==> config.mk <==
export PLATFORM = sky130hd
export DESIGN_NAME = edge_event_unit
export DESIGN_NICKNAME = d
export VERILOG_FILES = /design/src/rtl/edge_pkg.sv /design/src/rtl/edge_event_channel.sv /design/src/rtl/edge_event_unit.sv
export SDC_FILE = /design/constraint.sdc
export NUM_CORES = 1
export LEC_CHECK = 0
export ABC_AREA = 1
export ABC_CLOCK_PERIOD_IN_PS = 1900
export CAP_MARGIN = 20
export CORE_MARGIN = 2
export CORE_UTILIZATION = 53
export CTS_CLUSTER_SIZE = 10
export DETAILED_ROUTE_END_ITERATION = 10
export GPL_TIMING_DRIVEN = 0
export PLACE_DENSITY = 0.85
export SYNTH_ARGS = -nofsm -noshare
export SYNTH_HDL_FRONTEND = slang
export SYNTH_HIERARCHICAL = 1
export SYNTH_SLANG_ARGS = --single-unit
==> constraint.sdc <==
create_clock -name clk -period 1.9 [get_ports clk]
set_clock_uncertainty 0.1 [all_clocks]
set_input_delay 0.19 -clock clk [delete_from_list [all_inputs] [get_ports clk]]
set_output_delay 0.19 -clock clk [all_outputs]
set_load 0.02 [all_outputs]
==> src/rtl/edge_pkg.sv <==
// Shared definitions for the edge event unit: edge-mode encoding and the
// transition qualifier used by every channel.
package edge_pkg;

    typedef logic [1:0] edge_mode_t;

    localparam edge_mode_t EDGE_FALL = 2'd0;
    localparam edge_mode_t EDGE_RISE = 2'd1;
    localparam edge_mode_t EDGE_BOTH = 2'd2;

    // True when the accepted transition old_level -> new_level is one the
    // selected mode reports. An unchanged level never qualifies.
    function automatic logic edge_qualifies(edge_mode_t mode, logic old_level, logic new_level);
        logic rise;
        logic fall;
        rise = !old_level && new_level;
        fall = old_level && !new_level;
        case (mode)
            EDGE_FALL: return fall;
            EDGE_RISE: return rise;
            EDGE_BOTH: return rise || fall;
            default:   return 1'b0;
        endcase
    endfunction

endpackage

==> src/rtl/edge_event_channel.sv <==
// One input channel: synchroniser chain, debounce counter, edge qualifier
// and the sticky pending/overrun flags handed to the consuming FSM.
module edge_event_channel
    import edge_pkg::*;
#(
    parameter int         SYNC_STAGES     = 2,
    parameter int         DEBOUNCE_CYCLES = 16,
    parameter edge_mode_t MODE            = EDGE_RISE,
    parameter bit         RESET_LEVEL     = 1'b1
) (
    input  logic clk,
    input  logic rst,
    input  logic sig,
    input  logic ack,
    output logic level,
    output logic detect,
    output logic pending,
    output logic overrun
);

    localparam int CW = $clog2(DEBOUNCE_CYCLES + 1);
    // Count value at which one more mismatching cycle completes the run.
    localparam logic [CW-1:0] CNT_LAST = CW'(DEBOUNCE_CYCLES - 1);

    logic [SYNC_STAGES-1:0] sync_reg;
    logic [CW-1:0]          cnt_reg;
    logic [CW-1:0]          cnt_next;
    logic                   level_reg;
    logic                   level_next;
    logic                   detect_reg;
    logic                   detect_next;
    logic                   pending_reg;
    logic                   pending_next;
    logic                   overrun_reg;
    logic                   overrun_next;
    logic                   s;
    logic                   accept;

    // Debounce, qualification and flag bookkeeping for the next cycle.
    always_comb begin
        s            = sync_reg[SYNC_STAGES-1];
        accept       = (s != level_reg) && (cnt_reg == CNT_LAST);
        cnt_next     = cnt_reg;
        level_next   = level_reg;
        pending_next = pending_reg;
        overrun_next = overrun_reg;

        // A mismatch run restarts whenever the input agrees with the stable
        // level again; the counter stops at CNT_LAST so it cannot wrap.
        if (s == level_reg) begin
            cnt_next = '0;
        end else if (accept) begin
            cnt_next   = '0;
            level_next = s;
        end else begin
            cnt_next = cnt_reg + 1'b1;
        end

        detect_next = accept && edge_qualifies(MODE, level_reg, s);

        // An ack in the same cycle as a new event must not lose that event,
        // so the event re-arms pending while the ack still clears overrun.
        if (ack) begin
            pending_next = detect_next;
            overrun_next = 1'b0;
        end else if (detect_next) begin
            pending_next = 1'b1;
            overrun_next = overrun_reg | pending_reg;
        end
    end

    // State registers; reset takes effect immediately and drops any partial count.
    always_ff @(posedge clk or posedge rst) begin
        if (rst) begin
            sync_reg    <= {SYNC_STAGES{RESET_LEVEL}};
            cnt_reg     <= '0;
            level_reg   <= RESET_LEVEL;
            detect_reg  <= 1'b0;
            pending_reg <= 1'b0;
            overrun_reg <= 1'b0;
        end else begin
            sync_reg    <= {sync_reg[SYNC_STAGES-2:0], sig};
            cnt_reg     <= cnt_next;
            level_reg   <= level_next;
            detect_reg  <= detect_next;
            pending_reg <= pending_next;
            overrun_reg <= overrun_next;
        end
    end

    assign level   = level_reg;
    assign detect  = detect_reg;
    assign pending = pending_reg;
    assign overrun = overrun_reg;

endmodule

==> src/rtl/edge_event_unit.sv <==
// Multi-channel key/switch conditioner: one independent edge_event_channel
// per input bit, outputs gathered into per-channel vectors.
module edge_event_unit
    import edge_pkg::*;
#(
    parameter int CHANNELS        = 4,
    parameter int SYNC_STAGES     = 2,
    parameter int DEBOUNCE_CYCLES = 16,
    parameter int EDGE_MODE       = 1,
    parameter bit RESET_LEVEL     = 1'b1
) (
    input  logic                clk,
    input  logic                rst,
    input  logic [CHANNELS-1:0] sig,
    input  logic [CHANNELS-1:0] ack,
    output logic [CHANNELS-1:0] level,
    output logic [CHANNELS-1:0] detect,
    output logic [CHANNELS-1:0] pending,
    output logic [CHANNELS-1:0] overrun
);

    // Reject configurations the channel logic cannot honour.
    if (EDGE_MODE < 0 || EDGE_MODE > 2) begin : g_bad_mode
        $error("edge_event_unit: EDGE_MODE must be 0, 1 or 2");
    end
    if (DEBOUNCE_CYCLES < 1) begin : g_bad_debounce
        $error("edge_event_unit: DEBOUNCE_CYCLES must be at least 1");
    end
    if (SYNC_STAGES < 2) begin : g_bad_sync
        $error("edge_event_unit: SYNC_STAGES must be at least 2");
    end
    if (CHANNELS < 1) begin : g_bad_channels
        $error("edge_event_unit: CHANNELS must be at least 1");
    end

    localparam edge_mode_t MODE = edge_mode_t'(EDGE_MODE);

    for (genvar gi = 0; gi < CHANNELS; gi++) begin : g_ch
        edge_event_channel #(
            .SYNC_STAGES    (SYNC_STAGES),
            .DEBOUNCE_CYCLES(DEBOUNCE_CYCLES),
            .MODE           (MODE),
            .RESET_LEVEL    (RESET_LEVEL)
        ) u_channel (
            .clk    (clk),
            .rst    (rst),
            .sig    (sig[gi]),
            .ack    (ack[gi]),
            .level  (level[gi]),
            .detect (detect[gi]),
            .pending(pending[gi]),
            .overrun(overrun[gi])
        );
    end

endmodule

==> key figures, run 1 <==
Route
  • Remaining routing DRC violations: 0
  • Initial DRC count: 44
  • Avg WL per Cell: approximately 11 microns
  • Vias per cell: roughly 4.7
  • WL final: 2822 microns
  • Post-route ant nets: 0
  • Routed via count: 1,249
  • Iteration count of the initial detailed-routing pass: 4

Logic synthesis
  • Register area share after synthesis: 0.5838
  • Simple-Gate Fraction of Synth Area: 0.2539
  • Synth Area in Compound Gates: 0.03927
  • Distinct cells, synth: 13
  • Synth Area per Inst: roughly 10 sq um
  • Mux cell area share after synthesis: 0
  • Largest family of logic cells by synthesized area: simple AND/OR/NAND/NOR gates
  • Cell area after synthesis: 0.001912 sq mm
  • #FFs+latches synth: between 40 and 50
  • Synth Area in XOR/XNOR: 0
  • Cells after Synth: 188
  • Synth Area in Adders: 0.05236
  • Syn. warnings: 6
  • Syn Nets: between 200 and 250

Worst setup path
  • Crit-path leading delay family: buffers and inverters
  • Buf/Inv on CP: 1
  • Crit-path cells: clkdlybuf4s50_1
  • Slowest cell on the critical path: clkdlybuf4s50_1
  • Reg2Reg Depth: 6
  • Crit path DAT: about 1500 ps
  • Worst R2R Start: g_ch[1].u_channel/level
  • Setup crit end: level[1]
  • R2R Setup Slk: around 380 ps
  • Critical path peak fanout: 3
  • CP peak stage delay: around 600 ps
  • CP Depth: 1
  • CP Launch Type: flip-flop
  • Nature of the critical path endpoint: primary output
  • Crit path kind: flip-flop to primary output
  • CP required: between 1500 and 2000 ps
  • Crit path launch: g_ch[1].u_channel/level
  • RR Endpoint: g_ch[1].u_channel/cnt_reg[0]

Job
  • Max cap viols: 0

Clocking
  • Clock Latency Late Sink: roughly 350 ps
  • Clock root cell: clkbuf_4
  • Hold Buf Count CTS: 0
  • Post-CTS Setup Repair Bufs: 0
  • Worst-case clock buffer depth: 2
  • Clock transition at path regs: 110 ps
  • Htree depth: 2
  • Clock tree from TritonCTS: done
  • Clock Sinks: 44
  • Cts repair resizes: 0
  • TritonCTS buffer count: 5

STA
  • Slew Limit Fails: 0
  • Final critical-path required period: ~1800 ps
  • Worst Tran Pin Value: approximately 400 ps
  • RSZ-0062 raised after global routing: no
  • Final Hold Vio Count: 0
  • Final setup viols: 0
  • Achievable Freq: around 560 MHz
  • Period utilization: 0.9445
  • Setup_tns: 0 ps
  • Slack of the critical path: between 100 and 150 ps
  • Max_slew headroom: 0.7314

Outcome
  • Status: finished clean

Floorplanning
  • Site Rows: 21
  • Initial core utilization: 0.5640
  • Core ar.: between 0.003 and 0.004 sq mm
  • Die X: 64.06 microns
  • Die area: 0.004104 sq mm
  • Io pins: 26
  • Die height: ~64 microns

Global route
  • First-pass GRT wire length: 5250 microns
  • Vias in the first global route: 1,247
  • GR Util All Layers: 0.1704
  • Grt total ovfl: 0
  • Initial antenna violation count: 0
  • Largest net degree at the start of global routing: 13

Final layout
  • Flip-flop count of the largest register after layout: 20
  • Layout cell share with drive strength beyond 1: 0.1900
  • Post-layout util: 0.6722
  • Ant diodes: 0
  • Area growth syn-to-layout: 19.18%
  • Layout net count: ~240

Place
  • IO buf count: 25
  • Dpl ws: between 300 and 400 ps
  • Final RePlAce weighted congestion: 0.7932
  • Detailed Place HPWL: about 2200 microns

Pwr
  • PD cells: a little under 700 mW/mm^2
  • Tot Pwr: 0.001556 W
  • LEAKAGE: between 1 and 1.5 nW
  • VDD IR max: ~320 uV

Hold path
  • Min-Delay Path Class: input pin to asynchronous set/reset pin
-- metrics by stage --
step | area [sq um] | hold slack [ps] | instances
finish | 2278 | 126.7 | 267
global route | 2278 | 100.1 | 267
CTS | 2278 | 114.1 | 267
detailed placement | 2220 | 246.8 | 259
global placement | 2220 | 246.0 | 259
floorplan | 1912 | -59.71 | 188
-- where the power goes --
| part | internal, W | switching [W] | total, W |
|---|---|---|---|
| Clock | 0.000183 | 0.000267 | 0.000450 |
| Sequential | 0.000972 | 0.0000227 | 0.000995 |
| Combinational | 0.0000459 | 0.0000653 | 0.000111 |
-- per-layer routing --
metal / vias to the layer above / GRT usage / routed length, microns
met4: 0 / 0.06522 / 42
li1: 646 / - / -
met5: - / 0 / 0
met3: 4 / 0.05810 / 113
met1: 575 / 0.1843 / 1155
met2: 24 / 0.3047 / 1511
-- worst min path at each step --
| stage | endpoint | slack (ps) |
|---|---|---|
| 6_report | g_ch[3].u_channel/cnt_reg[4] | 130 |
| 5_1_grt | g_ch[0].u_channel/sync_reg[0] | 100 |
| 4_1_cts | g_ch[1].u_channel/sync_reg[0] | 110 |
| 3_5_place_dp | g_ch[2].u_channel/sync_reg[1] | 250 |
| 3_3_place_gp | g_ch[2].u_channel/sync_reg[1] | 250 |
| 2_1_floorplan | g_ch[0].u_channel/cnt_reg[0] | -60 |
-- Yosys cell counts, drive strengths merged --
cell type   n  area share
o21bai      4       0.024
nor2       36        0.10
ha          8       0.052
inv        36       0.071
o211ai      4       0.016
nand3       8       0.021
dfstp      12        0.16
nand2      40        0.10
nand4       8       0.026
dfrtp      32        0.42
-- worst reg2reg max path, cell delays in order (launching register included) --
cell and delay [ps]:
dfstp_2 560, inv_1 40, ha_1 330, nor2_4 170, nand2_4 80, nand2_2 80
nor2_1 40
-- area by class of cell --
cell class | instances | area, sq um
Sequential cell | 44 | 1116
Clock buffer | 8 | 58.81
Inverter | 36 | 135.1
Timing Repair Buffer | 25 | 250.2
Fill cell | 254 | 1111
Tap cell | 46 | 57.56
Multi-Input combinational cell | 108 | 660.6
-- cell families (layout without fill, tap and decap cells) --
kind of cell / count (synthesis) / in the layout
AOI/OAI and AO/OA: 8 / 8
adders and majority gates: 8 / 8
buffers and inverters: 36 / 69
DFF: 44 / 44
and+or+nand+nor: 92 / 92
-- cells in the final DEF, fill, tap and decap left out, types with 4 or more instances in the layout --
cell and instances:
nor2_1 28, nor2_4 8, nand4_1 8, o21bai_2 4, dfstp_2 12, nand3_1 8, dfrtp_1 32, nand2_2 8
clkbuf_4 5, ha_1 8, o211ai_1 4, clkdlybuf4s50_1 25, inv_1 36, nand2_4 4, nand2_1 28
Note: power is estimated with default switching activity, not from simulation.
==> inputs of run 2 (changes only) <==
--- a/config.mk
+++ b/config.mk
@@ -14,6 +14,7 @@
 export DETAILED_ROUTE_END_ITERATION = 10
 export GPL_TIMING_DRIVEN = 0
 export PLACE_DENSITY = 0.85
+export SLEW_MARGIN = 20
 export SYNTH_ARGS = -nofsm -noshare
 export SYNTH_HDL_FRONTEND = slang
 export SYNTH_HIERARCHICAL = 1
==> results of run 2 <==
Final layout, timing and power as in run 1 (identical DEF).
==> inputs of run 3 (changes only) <==
--- a/config.mk
+++ b/config.mk
@@ -8,13 +8,13 @@
 export ABC_AREA = 1
 export ABC_CLOCK_PERIOD_IN_PS = 1900
 export CAP_MARGIN = 20
-export CORE_MARGIN = 2
+export CORE_MARGIN = 5
 export CORE_UTILIZATION = 53
 export CTS_CLUSTER_SIZE = 10
 export DETAILED_ROUTE_END_ITERATION = 10
 export GPL_TIMING_DRIVEN = 0
 export PLACE_DENSITY = 0.85
-export SLEW_MARGIN = 20
+export SLEW_MARGIN = 40
 export SYNTH_ARGS = -nofsm -noshare
 export SYNTH_HDL_FRONTEND = slang
 export SYNTH_HIERARCHICAL = 1
==> run 3 against run 2 <==
- die area is 20% higher
- core utilization hardly changed
- power is 7.4% higher
- wire length is 1.6% higher
- sequential share of layout area is 0.37 points lower
- flip-flop and latch count stayed put
- via count hardly changed
- first-iteration DRC count is 55% higher
- cell area is 0.77% higher
- highest routed layer unchanged
- non-clock buffer count stayed put
- combinational power hardly changed
- critical path type unchanged
==> key figures, run 3 (synthesis gave the netlist of run 1 again) <==
Worst setup path
  • R2R Setup Slk: 380 ps (about the same)
  • Reg2Reg Depth: 6 (unchanged)
  • CP Depth: 1 (unchanged)
  • Crit path kind: flip-flop to primary output
  • Setup crit end: level[0]
  • RR Endpoint: g_ch[0].u_channel/cnt_reg[1]
  • Worst R2R Start: g_ch[0].u_channel/level
  • Crit path launch: g_ch[0].u_channel/level
  • Crit-path leading delay family: buffers and inverters
  • Crit path DAT: 1520 ps (+20 ps)
  • Buf/Inv on CP: 1 (unchanged)
  • CP peak stage delay: 600 ps (about the same)
  • CP Launch Type: flip-flop
  • Critical path peak fanout: 3 (unchanged)
  • CP required: 1610 ps (about the same)
  • Nature of the critical path endpoint: primary output
  • Crit-path cells: clkdlybuf4s50_1
  • Slowest cell on the critical path: clkdlybuf4s50_1

Pwr
  • VDD IR max: 498.8 uV (+55%)
  • LEAKAGE: 1.175 nW (+0.83%)
  • PD cells: 728.1 mW/mm^2 (+6.6%)

Global route
  • GR Util met3: 0.05452 (-0.003579)
  • Vias in the first global route: 1,246 (-0.080%)
  • Met1 Use GR: 0.1367 (-0.04756)
  • Grt total ovfl: 0 (unchanged)
  • GR Util All Layers: 0.1297 (-0.04074)
  • Busiest grt layer: met2
  • First-pass GRT wire length: 5023 microns (-4.3%)
  • Largest net degree at the start of global routing: 14 (+1)
  • GR Util met2: 0.2277 (-0.07699)
  • Initial antenna violation count: 0 (unchanged)

Final layout
  • Layout net count: 238 (unchanged)
  • Post-layout util: 0.6722 (about the same)
  • Ant diodes: 0 (unchanged)
  • Flip-flop count of the largest register after layout: 20 (unchanged)
  • Commonest non-fill, non-tap cell in the layout: inv_1
  • Area growth syn-to-layout: 20.09%
  • Layout cell share with drive strength beyond 1: 0.1946 (+0.004525)
  • Commonest non-fill, non-tap cells in the layout: inv_1, dfrtp_1, nand2_1, nor2_1, clkdlybuf4s50_1

Floorplanning
  • Io pins: 26 (unchanged)
  • Site Rows: 21 (unchanged)
  • Die area: 0.004908 sq mm (+20%)
  • Die height: 70.06 microns (+9.4%)
  • Core ar.: 0.003416 sq mm (+0.78%)
  • Die X: 70.06 microns (+9.4%)
  • Initial core utilization: 0.5597 (-0.004339)

Outcome
  • Status: finished clean

Clocking
  • Htree depth: 2 (unchanged)
  • Clock transition at path regs: 120 ps (about the same)
  • Clock Latency Late Sink: 350 ps (about the same)
  • Hold Buf Count CTS: 0 (unchanged)
  • Clock Sinks: 44 (unchanged)
  • Clock tree from TritonCTS: done
  • Post-CTS Setup Repair Bufs: 0 (unchanged)
  • Clock root cell: clkbuf_4
  • Worst-case clock buffer depth: 2 (unchanged)
  • TritonCTS buffer count: 5 (unchanged)
  • Cts repair resizes: 0 (unchanged)

STA
  • RSZ-0062 raised after global routing: no
  • Period utilization: 0.9519 (+0.007341)
  • Final Hold Vio Count: 0 (unchanged)
  • Final setup viols: 0 (unchanged)
  • Slew Limit Fails: 0 (unchanged)
  • Max_slew headroom: 0.7276 (-0.003805)
  • Worst Tran Pin Value: 408.2 ps (+5.700 ps)
  • Final critical-path required period: 1809 ps (+13.95 ps)
  • Hold Worst Slack: 110.4 ps (-16.32 ps)
  • Setup_tns: 0 ps (unchanged)
  • Achievable Freq: 552.9 MHz (-0.77%)

Route
  • Initial DRC count: 68 (+55%)
  • WL final: 2867 microns (+1.6%)
  • Avg WL per Cell: 10.74 microns (+1.6%)
  • Post-route ant nets: 0 (unchanged)
  • Remaining routing DRC violations: 0 (unchanged)
  • Vias per cell: 4.674 (about the same)
  • Routed via count: 1,248 (-0.080%)
  • Iteration count of the initial detailed-routing pass: 3 (-1)

Job
  • Max cap viols: 0 (unchanged)

Place
  • Final RePlAce weighted congestion: 0.7597 (-4.2%)
  • Detailed Place HPWL: 2222 microns (+0.69%)
  • IO buf count: 25 (unchanged)

Hold path
  • Min-Delay Path Class: input pin to asynchronous set/reset pin
[run 3: cell types whose count changed in the layout (fill, tap and decap cells not counted)]
cell | before | now
bufinv_16 | 0 | 1
clkinv_2 | 0 | 1
clkbuf_8 | 1 | 0
clkbuf_1 | 2 | 1
[run 3: power breakdown]
group	switching (W)	internal, W	total, W
Combinational	0.0000656	0.0000464	0.000112
Clock	0.000288	0.000276	0.000564
Sequential	0.0000232	0.000972	0.000996
[run 3: metrics by stage]
step                      power [W]  std cells  instance area [sq um]  worst slack [ps]
after global placement     0.001120        259                   2220             424.8
final                      0.001672        267                   2296             91.47
after detailed placement   0.001126        259                   2220             392.5
after global routing       0.001749        267                   2296             29.16
after CTS                  0.001699        267                   2296             62.25
after floorplan            0.001085        188                   1912             398.8
[run 3: routing by layer]
metal | vias to the layer above | wire [microns]
met2 | 21 | 1416
met5 | - | 0
li1 | 645 | -
met3 | 6 | 151
met4 | 0 | 48
met1 | 576 | 1251
[run 3: final cells by class]
| cell class | instances | area, sq um |
|---|---|---|
| Clock buffer | 6 | 41.29 |
| Clock inverter | 2 | 35.03 |
| Fill cell | 261 | 1120 |
| Inverter | 36 | 135.1 |
| Multi-Input combinational cell | 108 | 660.6 |
| Sequential cell | 44 | 1116 |
| Tap cell | 46 | 57.56 |
| Timing Repair Buffer | 25 | 250.2 |
[run 3: how the worst min path moves through the flow]
stage / start / endpoint / slack [ps]
floorplan: rst / g_ch[0].u_channel/cnt_reg[0] / -60
global placement: g_ch[0].u_channel/sync_reg[0] / g_ch[0].u_channel/sync_reg[1] / 250
detailed placement: g_ch[3].u_channel/sync_reg[0] / g_ch[3].u_channel/sync_reg[1] / 250
CTS: rst / g_ch[1].u_channel/cnt_reg[3] / 100
global route: sig[1] / g_ch[1].u_channel/sync_reg[0] / 100
finish: rst / g_ch[3].u_channel/cnt_reg[2] / 110
